$ cat src/rtl/muldiv_unit_if.sv
// Request/response bundle between the execute stage and the multiply/divide unit.
//   start   : request strobe, only honoured while busy is low
//   op      : 000 MULT, 001 MULTU, 010 DIV, 011 DIVU, 100 MTHI, 101 MTLO, 11x no-op
//   rs_data : operand A (multiplicand / dividend / MTHI-MTLO source)
//   rt_data : operand B (multiplier / divisor)
//   busy    : arithmetic operation in flight, pipeline must stall
//   done    : one-cycle pulse when HI/LO were written by an arithmetic op
//   hi, lo  : architectural HI/LO registers
interface muldiv_unit_if #(
  parameter int unsigned WIDTH = 32
);
  logic             start;
  logic [2:0]       op;
  logic [WIDTH-1:0] rs_data;
  logic [WIDTH-1:0] rt_data;
  logic             busy;
  logic             done;
  logic [WIDTH-1:0] hi;
  logic [WIDTH-1:0] lo;

  modport master (
    output start, op, rs_data, rt_data,
    input  busy, done, hi, lo
  );

  modport slave (
    input  start, op, rs_data, rt_data,
    output busy, done, hi, lo
  );
endinterface

$ cat src/rtl/muldiv_unit.sv
// Iterative multiply/divide unit holding the architectural HI/LO registers.
//   clk   : clock, all state changes on posedge
//   reset : synchronous, active-high; discards any in-flight operation
//   bus   : muldiv_unit_if slave (start/op/rs_data/rt_data in, busy/done/hi/lo out)
// Arithmetic ops take one accept edge, WIDTH iteration edges and one fix-up edge.
// Multiply is shift-add over unsigned magnitudes; divide is restoring shift-subtract.
// MTHI/MTLO write one register directly in a single cycle.
module muldiv_unit #(
  parameter int unsigned WIDTH = 32
) (
  input logic          clk,
  input logic          reset,
  muldiv_unit_if.slave bus
);

  typedef enum logic [1:0] {StIdle, StRun, StFix} state_e;

  localparam logic [2:0] OpMult  = 3'b000;
  localparam logic [2:0] OpMultu = 3'b001;
  localparam logic [2:0] OpDiv   = 3'b010;
  localparam logic [2:0] OpDivu  = 3'b011;
  localparam logic [2:0] OpMthi  = 3'b100;
  localparam logic [2:0] OpMtlo  = 3'b101;

  localparam logic [5:0] LastIter = 6'(WIDTH - 1);

  state_e             state_q, state_d;
  logic [5:0]         cnt_q, cnt_d;
  // Multiply: {partial high, remaining multiplier bits}. Divide: {remainder, dividend/quotient}.
  logic [2*WIDTH-1:0] prod_q, prod_d;
  // Multiplicand for multiply, divisor for divide.
  logic [WIDTH-1:0]   opnd_q, opnd_d;
  logic               is_div_q, is_div_d;
  logic               neg_res_q, neg_res_d;
  logic               neg_rem_q, neg_rem_d;
  logic [WIDTH-1:0]   hi_q, hi_d;
  logic [WIDTH-1:0]   lo_q, lo_d;
  logic               done_q, done_d;

  // Operand magnitudes; op[0]=0 selects the signed variants.
  logic             a_sign, b_sign;
  logic [WIDTH-1:0] a_mag, b_mag;

  assign a_sign = ~bus.op[0] & bus.rs_data[WIDTH-1];
  assign b_sign = ~bus.op[0] & bus.rt_data[WIDTH-1];
  assign a_mag  = a_sign ? -bus.rs_data : bus.rs_data;
  assign b_mag  = b_sign ? -bus.rt_data : bus.rt_data;

  // One shift-add multiply step.
  logic [WIDTH:0]     mul_sum;
  logic [2*WIDTH-1:0] mul_step;

  assign mul_sum  = {1'b0, prod_q[2*WIDTH-1:WIDTH]} + (prod_q[0] ? {1'b0, opnd_q} : '0);
  assign mul_step = {mul_sum, prod_q[WIDTH-1:1]};

  // One restoring divide step. The remainder stays below the divisor, so the
  // shifted value fits in WIDTH+1 bits and the difference fits in WIDTH bits.
  logic [WIDTH:0]     rem_sh;
  logic               rem_ge;
  logic [WIDTH-1:0]   rem_diff, rem_next;
  logic [2*WIDTH-1:0] div_step;

  assign rem_sh   = {prod_q[2*WIDTH-1:WIDTH], prod_q[WIDTH-1]};
  assign rem_ge   = rem_sh >= {1'b0, opnd_q};
  assign rem_diff = rem_sh[WIDTH-1:0] - opnd_q;
  assign rem_next = rem_ge ? rem_diff : rem_sh[WIDTH-1:0];
  assign div_step = {rem_next, prod_q[WIDTH-2:0], rem_ge};

  logic [2*WIDTH-1:0] prod_neg;
  logic [WIDTH-1:0]   quo, rem;

  assign prod_neg = -prod_q;
  assign quo      = prod_q[WIDTH-1:0];
  assign rem      = prod_q[2*WIDTH-1:WIDTH];

  always_comb begin
    state_d   = state_q;
    cnt_d     = cnt_q;
    prod_d    = prod_q;
    opnd_d    = opnd_q;
    is_div_d  = is_div_q;
    neg_res_d = neg_res_q;
    neg_rem_d = neg_rem_q;
    hi_d      = hi_q;
    lo_d      = lo_q;
    done_d    = 1'b0;

    unique case (state_q)
      StIdle: begin
        if (bus.start) begin
          case (bus.op)
            OpMult, OpMultu: begin
              prod_d    = {{WIDTH{1'b0}}, b_mag};
              opnd_d    = a_mag;
              is_div_d  = 1'b0;
              neg_res_d = a_sign ^ b_sign;
              neg_rem_d = 1'b0;
              cnt_d     = '0;
              state_d   = StRun;
            end
            OpDiv, OpDivu: begin
              is_div_d = 1'b1;
              cnt_d    = '0;
              state_d  = StRun;
              opnd_d   = b_mag;
              if (bus.rt_data == '0) begin
                // Raw dividend and no sign fixup: iterating against a zero
                // divisor yields all-ones quotient and remainder = rs_data.
                prod_d    = {{WIDTH{1'b0}}, bus.rs_data};
                neg_res_d = 1'b0;
                neg_rem_d = 1'b0;
              end else begin
                prod_d    = {{WIDTH{1'b0}}, a_mag};
                neg_res_d = a_sign ^ b_sign;
                neg_rem_d = a_sign;
              end
            end
            OpMthi:  hi_d = bus.rs_data;
            OpMtlo:  lo_d = bus.rs_data;
            default: ;
          endcase
        end
      end
      StRun: begin
        prod_d = is_div_q ? div_step : mul_step;
        cnt_d  = cnt_q + 6'd1;
        if (cnt_q == LastIter) begin
          state_d = StFix;
        end
      end
      StFix: begin
        if (is_div_q) begin
          lo_d = neg_res_q ? -quo : quo;
          hi_d = neg_rem_q ? -rem : rem;
        end else begin
          {hi_d, lo_d} = neg_res_q ? prod_neg : prod_q;
        end
        done_d  = 1'b1;
        state_d = StIdle;
      end
      default: state_d = StIdle;
    endcase
  end

  always_ff @(posedge clk) begin
    if (reset) begin
      state_q   <= StIdle;
      cnt_q     <= '0;
      prod_q    <= '0;
      opnd_q    <= '0;
      is_div_q  <= 1'b0;
      neg_res_q <= 1'b0;
      neg_rem_q <= 1'b0;
      hi_q      <= '0;
      lo_q      <= '0;
      done_q    <= 1'b0;
    end else begin
      state_q   <= state_d;
      cnt_q     <= cnt_d;
      prod_q    <= prod_d;
      opnd_q    <= opnd_d;
      is_div_q  <= is_div_d;
      neg_res_q <= neg_res_d;
      neg_rem_q <= neg_rem_d;
      hi_q      <= hi_d;
      lo_q      <= lo_d;
      done_q    <= done_d;
    end
  end

  assign bus.busy = (state_q != StIdle);
  assign bus.done = done_q;
  assign bus.hi   = hi_q;
  assign bus.lo   = lo_q;

endmodule

$ cat src/flat_wrapper.sv
// flat-port wrapper written by rule: the top's interface ports become plain ports
module muldiv_unit_flat 
#(
  parameter int unsigned WIDTH = 32
)
  (clk, reset, bus_start, bus_op, bus_rs_data, bus_rt_data, bus_busy, bus_done, bus_hi, bus_lo);
  muldiv_unit_if #(.WIDTH(WIDTH)) bus_i ();
  input logic clk;
  input logic reset;
  input wire logic [$bits(bus_i.start)-1:0] bus_start;
  input wire logic [$bits(bus_i.op)-1:0] bus_op;
  input wire logic [$bits(bus_i.rs_data)-1:0] bus_rs_data;
  input wire logic [$bits(bus_i.rt_data)-1:0] bus_rt_data;
  output wire logic [$bits(bus_i.busy)-1:0] bus_busy;
  output wire logic [$bits(bus_i.done)-1:0] bus_done;
  output wire logic [$bits(bus_i.hi)-1:0] bus_hi;
  output wire logic [$bits(bus_i.lo)-1:0] bus_lo;
  assign bus_i.start = bus_start;
  assign bus_i.op = bus_op;
  assign bus_i.rs_data = bus_rs_data;
  assign bus_i.rt_data = bus_rt_data;
  assign bus_busy = bus_i.busy;
  assign bus_done = bus_i.done;
  assign bus_hi = bus_i.hi;
  assign bus_lo = bus_i.lo;
  muldiv_unit #(.WIDTH(WIDTH)) u_core (.clk(clk), .reset(reset), .bus(bus_i));
endmodule
$ cat config.mk
export PLATFORM = sky130hd
export DESIGN_NAME = muldiv_unit_flat
export DESIGN_NICKNAME = d
export VERILOG_FILES = /design/src/rtl/muldiv_unit_if.sv /design/src/rtl/muldiv_unit.sv /design/src/flat_wrapper.sv
export SDC_FILE = /design/constraint.sdc
export NUM_CORES = 1
export LEC_CHECK = 0
export CAP_MARGIN = 15
export CELL_PAD_IN_SITES_DETAIL_PLACEMENT = 0
export CELL_PAD_IN_SITES_GLOBAL_PLACEMENT = 1
export CORE_MARGIN = 3
export CORE_UTILIZATION = 39
export CTS_CLUSTER_SIZE = 16
export DETAILED_ROUTE_END_ITERATION = 6
export GPL_TIMING_DRIVEN = 1
export PLACE_DENSITY_LB_ADDON = 0.1
export SLEW_MARGIN = 10
export SYNTH_ARGS = -nofsm -noshare
export SYNTH_HDL_FRONTEND = slang
export SYNTH_SLANG_ARGS = --single-unit
$ cat constraint.sdc
create_clock -name clk -period 3.5 [get_ports clk]
set_input_delay 0.875 -clock clk [delete_from_list [all_inputs] [get_ports clk]]
set_output_delay 0.875 -clock clk [all_outputs]
set_load 0.02 [all_outputs]
==> flow_summary.json, run 1 <==
{
  "grt.total_usage_pct": 32.5,
  "switching_share_pct": 39.5,
  "p_leak_nw": 7.78,
  "gp_congestion": 0.966,
  "relSlewSlack_pct": 36.7,
  "drt_wl_total_um": 69000,
  "hp-class": "reg2reg",
  "postSynthNetCount": 2253,
  "utilization_pct": 50.5,
  "drt_iter0_drc": 1912,
  "path_common_cell": "inv_1",
  "grt-ovfl-total": 0,
  "synth-async-reset-ratio_pct": 0,
  "drive_above_1_share_pct": 14.2,
  "grt_pass1_vias": 15931,
  "ant_nets": 0,
  "status": "completed",
  "cts_tree": "yes",
  "finalCritPeriodShare_pct": 96.5,
  "cpMaxStageDelayCell": "fa_1",
  "worstRegToRegCells": 14,
  "die_width_um": 203,
  "critPathBufInv": 3,
  "setup_viol": 0,
  "drtPass1Iterations": 6,
  "synth-seq-cells": 172,
  "syn_avg_cell_area_um2": 7.15,
  "placeableCoreArea_um2": 37900,
  "holdBufCountCts": 0,
  "synth_enable_flop_cells": 0,
  "power_frac_seq_pct": 32.1,
  "seq_area_frac_synth_pct": 22.8,
  "critPathLaunchType": "flip-flop",
  "fin_hold_ws_ns": 0.455,
  "postLayoutCellArea_um2": 19200,
  "final_common_cell": "nor2_1",
  "grt_first_pass_wirelength_um": 103000,
  "pwr-share-comb_pct": 37.1,
  "ctsHtreeMaxLevel": 4,
  "path_cells": "inv_1, ha_1, inv_1, fa_1, a21o_1, a221oi_2, buf_4, a22o_1, a2bb2oi_2, a31o_2, a221o_1, a21oi_1, xor2_1, o211ai_1",
  "hold_viol": 0,
  "rsz0062_at_grt": "false",
  "syn_inst": 2112,
  "yosysUniqueCellTypes": 78,
  "power_density_nw_per_um2": 360,
  "clk_path_buf_depth": 2,
  "syn_to_final_growth_pct": 26.9,
  "ioPinCount": 136,
  "root_buffer": "clkbuf_16",
  "finalNonFillerCells": 2884,
  "dp_cells": 2852,
  "clkPwrFrac_pct": 30.8,
  "grt_max_degree": 104,
  "finalMaxSlewViolations": 0,
  "path_clk_slew_ns": 0.08,
  "worstPathMaxFanout": 3,
  "whs_path_depth": 2,
  "yosys_warnings": 0,
  "antenna_found_initial": 0,
  "required_ns": 3.84,
  "worstSetupPathType": "reg2reg",
  "clock_skew_ns": 0.0198,
  "die_h_um": 203,
  "hpwlAfterDp_um": 54400,
  "critical_path_arrival_ns": 3.72,
  "io_buffers": 135,
  "clock_sinks": 172,
  "fmax_ghz": 0.296,
  "fillerInstances": 3802,
  "num_vias": 17342,
  "cp-end-kind": "flip-flop",
  "final_cell_mix": "260 x nor2_1, 246 x buf_4, 224 x a21oi_1",
  "n_antenna_cell": 0,
  "die-area_um2": 41100,
  "p_int_w": 0.00417,
  "synthFlopType": "dfxtp_1",
  "worst-path-stages": 14,
  "core.rowCount": 71,
  "ir_drop_v": 0.000352,
  "switching_power_w": 0.00273,
  "post_drt_wl_per_cell_um": 23.9,
  "cts_setup_buffers": 0,
  "nets": 2501,
  "post-route-min-period_ns": 3.38,
  "tightest_slew_ns": 0.949,
  "initial_utilization_pct": 39.8,
  "synth_area_um2": 15100,
  "cap_viol_max_count": 0,
  "viasPerCell": 6.01,
  "crit_family": "compound AO/OA/AOI/OAI gates",
  "max_stage_delay_ns": 0.44,
  "cts_buffers": 17,
  "insertion_delay_ns": 0.46,
  "placed_area_um2": 18500,
  "finalSetupTns_ns": 0,
  "drc": 0
}
final cells by class:
cell class                 count  area [µm²]  area share, %
clock buffer                  17         425           2.22
sequential                   172        3450           18.0
clock inverter                15         198           1.03
inverter                      68         255           1.33
timing repair buffer         386        3300           17.2
multi-input combinational   1715       10900           56.9
tap                          511         639           3.34
kinds of logic after synthesis:
family | Yosys count | share of synthesized area [%]
simple gates | 720 | 21.7
compound gates | 680 | 29.1
buf+inv | 225 | 5.79
xor+xnor | 196 | 11.4
flops | 172 | 22.8
fa+ha+maj | 71 | 5.98
mux | 48 | 3.21
worst register-to-register path, cell delays in order, from the launching register on:
cell and delay [ns]:
dfxtp_1 0.32, inv_1 0.16, ha_1 0.24, inv_1 0.09, fa_1 0.44, a21o_1 0.22
a221oi_2 0.22, buf_4 0.16, a22o_1 0.23, a2bb2oi_2 0.13, a31o_2 0.30, a221o_1 0.32
a21oi_1 0.18, xor2_1 0.16, o211ai_1 0.10
power groups by stage:
stage	registers, W	logic, W	clock network [W]
6_report	0.00221	0.00256	0.00212
5_1_grt	0.00223	0.00274	0.00220
4_1_cts	0.00221	0.00248	0.00213
3_5_place_dp	0.00225	0.00247	0
3_3_place_gp	0.00225	0.00247	0
2_1_floorplan	0.00222	0.00146	0
repair_timing:
action | 4_1_cts | 5_1_grt
hold endpoints to repair | 0 | 0
pin swaps | 1 | 4
gates resized for setup | 1 | 14
setup endpoints to repair | 2 | 17
cells in the mapped netlist, types with 54 or more instances:
master	instances	area (µm²)
xor2_1	92	806
nor2_1	263	987
inv_1	68	255
clkbuf_1	129	484
a21oi_1	226	1130
a211oi_1	55	413
dfxtp_1	172	3440
ha_1	69	863
nor3_1	54	270
o21ai_0	109	546
xnor2_1	104	911
nand2_1	205	769
sequential cells by signal, summed over array words and instances (netlist names):
name              cells
u_core.opnd_q        32
u_core.prod_q        64
u_core.cnt_q          6
u_core.neg_res_q      1
u_core.bus.done       1
u_core.bus.lo        32
u_core.bus.hi        32
u_core.state_q        2
u_core.is_div_q       1
u_core.neg_rem_q      1
per-stage QoR:
step	total power [W]	worst slack, ns
2_1_floorplan	0.00368	0.259
3_3_place_gp	0.00472	-0.384
3_5_place_dp	0.00473	-0.363
4_1_cts	0.00682	0.00760
5_1_grt	0.00717	0.00859
6_report	0.00689	0.123
final timing paths:
path | start | endpoint | slack [ns]
worst max-delay path | u_core.prod_q[31] | u_core.prod_q[62] | 0.12
worst min-delay path | u_core.opnd_q[8] | u_core.opnd_q[8] | 0.45
worst max register to register | u_core.prod_q[31] | u_core.prod_q[62] | 0.12
worst min register to register | u_core.opnd_q[8] | u_core.opnd_q[8] | 0.45
layer usage:
metal / share of wire (%) / GRT usage, %
met4: 2.2 / 7.42
met3: 10 / 6.86
met5: 0 / 0
met1: 47 / 49.2
met2: 41 / 46.9
Note: power is estimated with default switching activity, not from simulation.
==> inputs of run 2 (changes only) <==
--- a/config.mk
+++ b/config.mk
@@ -13,6 +13,7 @@
 export CTS_CLUSTER_SIZE = 16
 export DETAILED_ROUTE_END_ITERATION = 6
 export GPL_TIMING_DRIVEN = 1
+export HOLD_SLACK_MARGIN = 0.12
 export PLACE_DENSITY_LB_ADDON = 0.1
 export SLEW_MARGIN = 10
 export SYNTH_ARGS = -nofsm -noshare
==> results of run 2 <==
The final DEF is identical to that of run 1; final timing and power are the same.
==> edit (flow settings as in run 1) <==
One comparison of `cnt_q` changes from == to >=.
--- a/src/rtl/muldiv_unit.sv
+++ b/src/rtl/muldiv_unit.sv
@@ -124,7 +124,7 @@
       StRun: begin
         prod_d = is_div_q ? div_step : mul_step;
         cnt_d  = cnt_q + 6'd1;
-        if (cnt_q == LastIter) begin
+        if (cnt_q >= LastIter) begin
           state_d = StFix;
         end
       end
Function: no difference found for any inputs over 4 cycles, from zero or initial values and one cycle with reset high; that may be too few to reach the edited logic, so the function may still have changed.
==> edit against run 1 <==
- area after synthesis grew 0.53%
- wire length shrank 0.31%
- final area grew 2.7%
- sequential cell count is the same
- clock skew shrank 0.0028 ns
- count of clock-buffer cells in the layout is the same
- worst hold slack lost 0.0039 ns
- total power shrank 5.0%
- setup slack lost 0.010 ns
- via count is essentially flat
==> edit: results (changes against run 1) <==
{
  "outcome": "finished, final reports clean",
  "ctsRootBufferMaster": "clkbuf_16",
  "synth_top_cells_by_count": "nor2_1 (268), nand2_1 (225), a21oi_1 (206), dfxtp_1 (172), o21ai_0 (144)",
  "tightestPinTransition": {"value": 1.126, "unit": "ns", "change": "+0.1766 ns"},
  "ir_drop": {"value": 0.3216, "unit": "mV", "change": "-8.5%"},
  "synth-seq-area-share": {"value": 22.67, "unit": "%", "change": "-0.12 points"},
  "p_leak": {"value": 0.008049, "unit": "uW", "change": "+3.5%"},
  "dpl.hpwl": {"value": 54860, "unit": "um", "change": "+0.82%"},
  "numPlacedInstances": {"value": 2921, "change": "+2.4%"},
  "cp_top_family": "simple AND/OR/NAND/NOR gates",
  "avg_wl_per_cell": {"value": 23.26, "unit": "um", "change": "-2.7%"},
  "grt_pass1_vias": {"value": 16461, "change": "+3.3%"},
  "timing.hold.worst.start": "u_core.bus.hi[11]",
  "global_placement_routability_congestion": {"value": 0.9590, "change": "-0.77%"},
  "drtPass1Iterations": {"value": 5, "change": "-1"},
  "timing.critical_path.from": "bus_rs_data[15]",
  "routed_wl": {"value": 68760, "unit": "um", "change": "-0.31%"},
  "hold_class": "reg2reg",
  "synth_cell_type_count": {"value": 83, "change": "+6.4%"},
  "worst-r2r-cell-count": {"value": 12, "change": "-2"},
  "placement.cell_area": {"value": 18910, "unit": "sq um", "change": "+2.4%"},
  "final_net_count": {"value": 2574, "change": "+2.9%"},
  "max_stage_delay": {"value": 0.60, "unit": "ns", "change": "+0.16 ns"},
  "clk_skew": {"value": 0.01706, "unit": "ns", "change": "-0.002765 ns"},
  "postSynthNetCount": {"value": 2268, "change": "+0.67%"},
  "worstReg2RegStart": "u_core.prod_q[0]",
  "worst_hold_path.num_cells": {"value": 2, "change": "unchanged"},
  "grt_first_pass_wirelength": {"value": 101700, "unit": "um", "change": "-1.2%"},
  "crit_path_max_fanout": {"value": 4, "change": "+1"},
  "critPathArrivalTime": {"value": 3.74, "unit": "ns", "change": "+0.02 ns"},
  "drt_iter0_drc": {"value": 1498, "change": "-22%"},
  "post_synth.cell_area_avg": {"value": 7.140, "unit": "sq um", "change": "-0.18%"},
  "number_of_antenna_violations_at_the_first_check_in_global_routing": {"value": 1, "change": "+1"},
  "ys_top_cells_by_area": "dfxtp_1 (23%), a21oi_1 (6.8%), nor2_1 (6.6%), xor2_1 (5.8%), ha_1 (5.7%)",
  "post_route_cells_drive_above_1_share": {"value": 16.73, "unit": "%", "change": "+2.5 points"},
  "cp_slowest_cell": "or4_1",
  "maximum_number_of_pins_on_one_net_before_global_route_repair": {"value": 64, "change": "-38%"},
  "post_drt_via_cell_ratio": {"value": 5.870, "change": "-2.4%"}
}
-- edit: cell types whose count changed after synthesis, sizes merged, moves of 10 or more --
cell / delta
a221oi: -13
buf: -13
nand2: +20
nand3: -11
a21oi: -18
o21ai: +21
and3: -12
o211ai: +13
a211oi: -10
-- edit: timing repair --
action / in CTS / in global routing
gates resized for setup: 6 / 32
pin swaps: 0 / 11
setup endpoints to repair: 15 / 31
buffers inserted: 0 / 4
-- edit: cell type report --
cell class | count | area (sq um)
Clock buffer | 17 | 425.4
Timing Repair Buffer | 438 | 3686
Fill cell | 3959 | 18340
Tap cell | 511 | 639.4
Multi-Input combinational cell | 1739 | 11080
Clock inverter | 14 | 155.1
Sequential cell | 172 | 3445
Inverter | 65 | 244.0
-- edit: through the flow --
step                setup WS, ns  hold WS (ns)
detailed placement       -0.4522        0.4464
global route            -0.07361        0.4716
global placement         -0.4679        0.4421
CTS                    0.0007172        0.4554
floorplan                 0.1064        0.4250
finish                    0.1131        0.4508
-- edit: worst min-delay path, delay by kind of cell, from the launching register on --
kind,cells,cell delay [ns]
AOI/OAI and AO/OA,1,0.05
and+or+nand+nor,1,0.05
DFF,1,0.31
-- edit: logic make-up (layout without fill, tap and decap cells) --
group | after synthesis | count (layout) | synth area share [%]
adders and majority gates | 71 | 71 | 5.948
muxes | 60 | 60 | 4.020
AOI/OAI and AO/OA | 669 | 669 | 27.95
and+or+nand+nor | 741 | 741 | 22.54
buffers and inverters | 216 | 534 | 5.446
xor gates and xnor gates | 198 | 198 | 11.42
DFF | 172 | 172 | 22.67
-- edit: metal layers --
| metal | vias up | GRT usage (%) | share of wire, % |
|---|---|---|---|
| li1 | 8228 | - | - |
| met1 | 8329 | 42.48 | 42 |
| met2 | 654 | 51.79 | 45 |
| met3 | 140 | 5.315 | 7.0 |
| met4 | 0 | 16.22 | 5.5 |
| met5 | - | 0 | 0 |
-- edit: power breakdown --
| part | total (uW) | switching, uW | internal (uW) | leakage, uW |
|---|---|---|---|---|
| Combinational | 2400 | 1400 | 994 | 0.00637 |
| Clock | 1990 | 929 | 1060 | 0.000282 |
| Sequential | 2160 | 99.1 | 2060 | 0.00140 |
-- edit: worst paths after layout --
| path | to |
|---|---|
| worst max-delay path | u_core.prod_q[27] |
| worst min-delay path | u_core.bus.hi[11] |
| worst max register to register | u_core.bus.hi[26] |
| worst min register to register | u_core.bus.hi[11] |
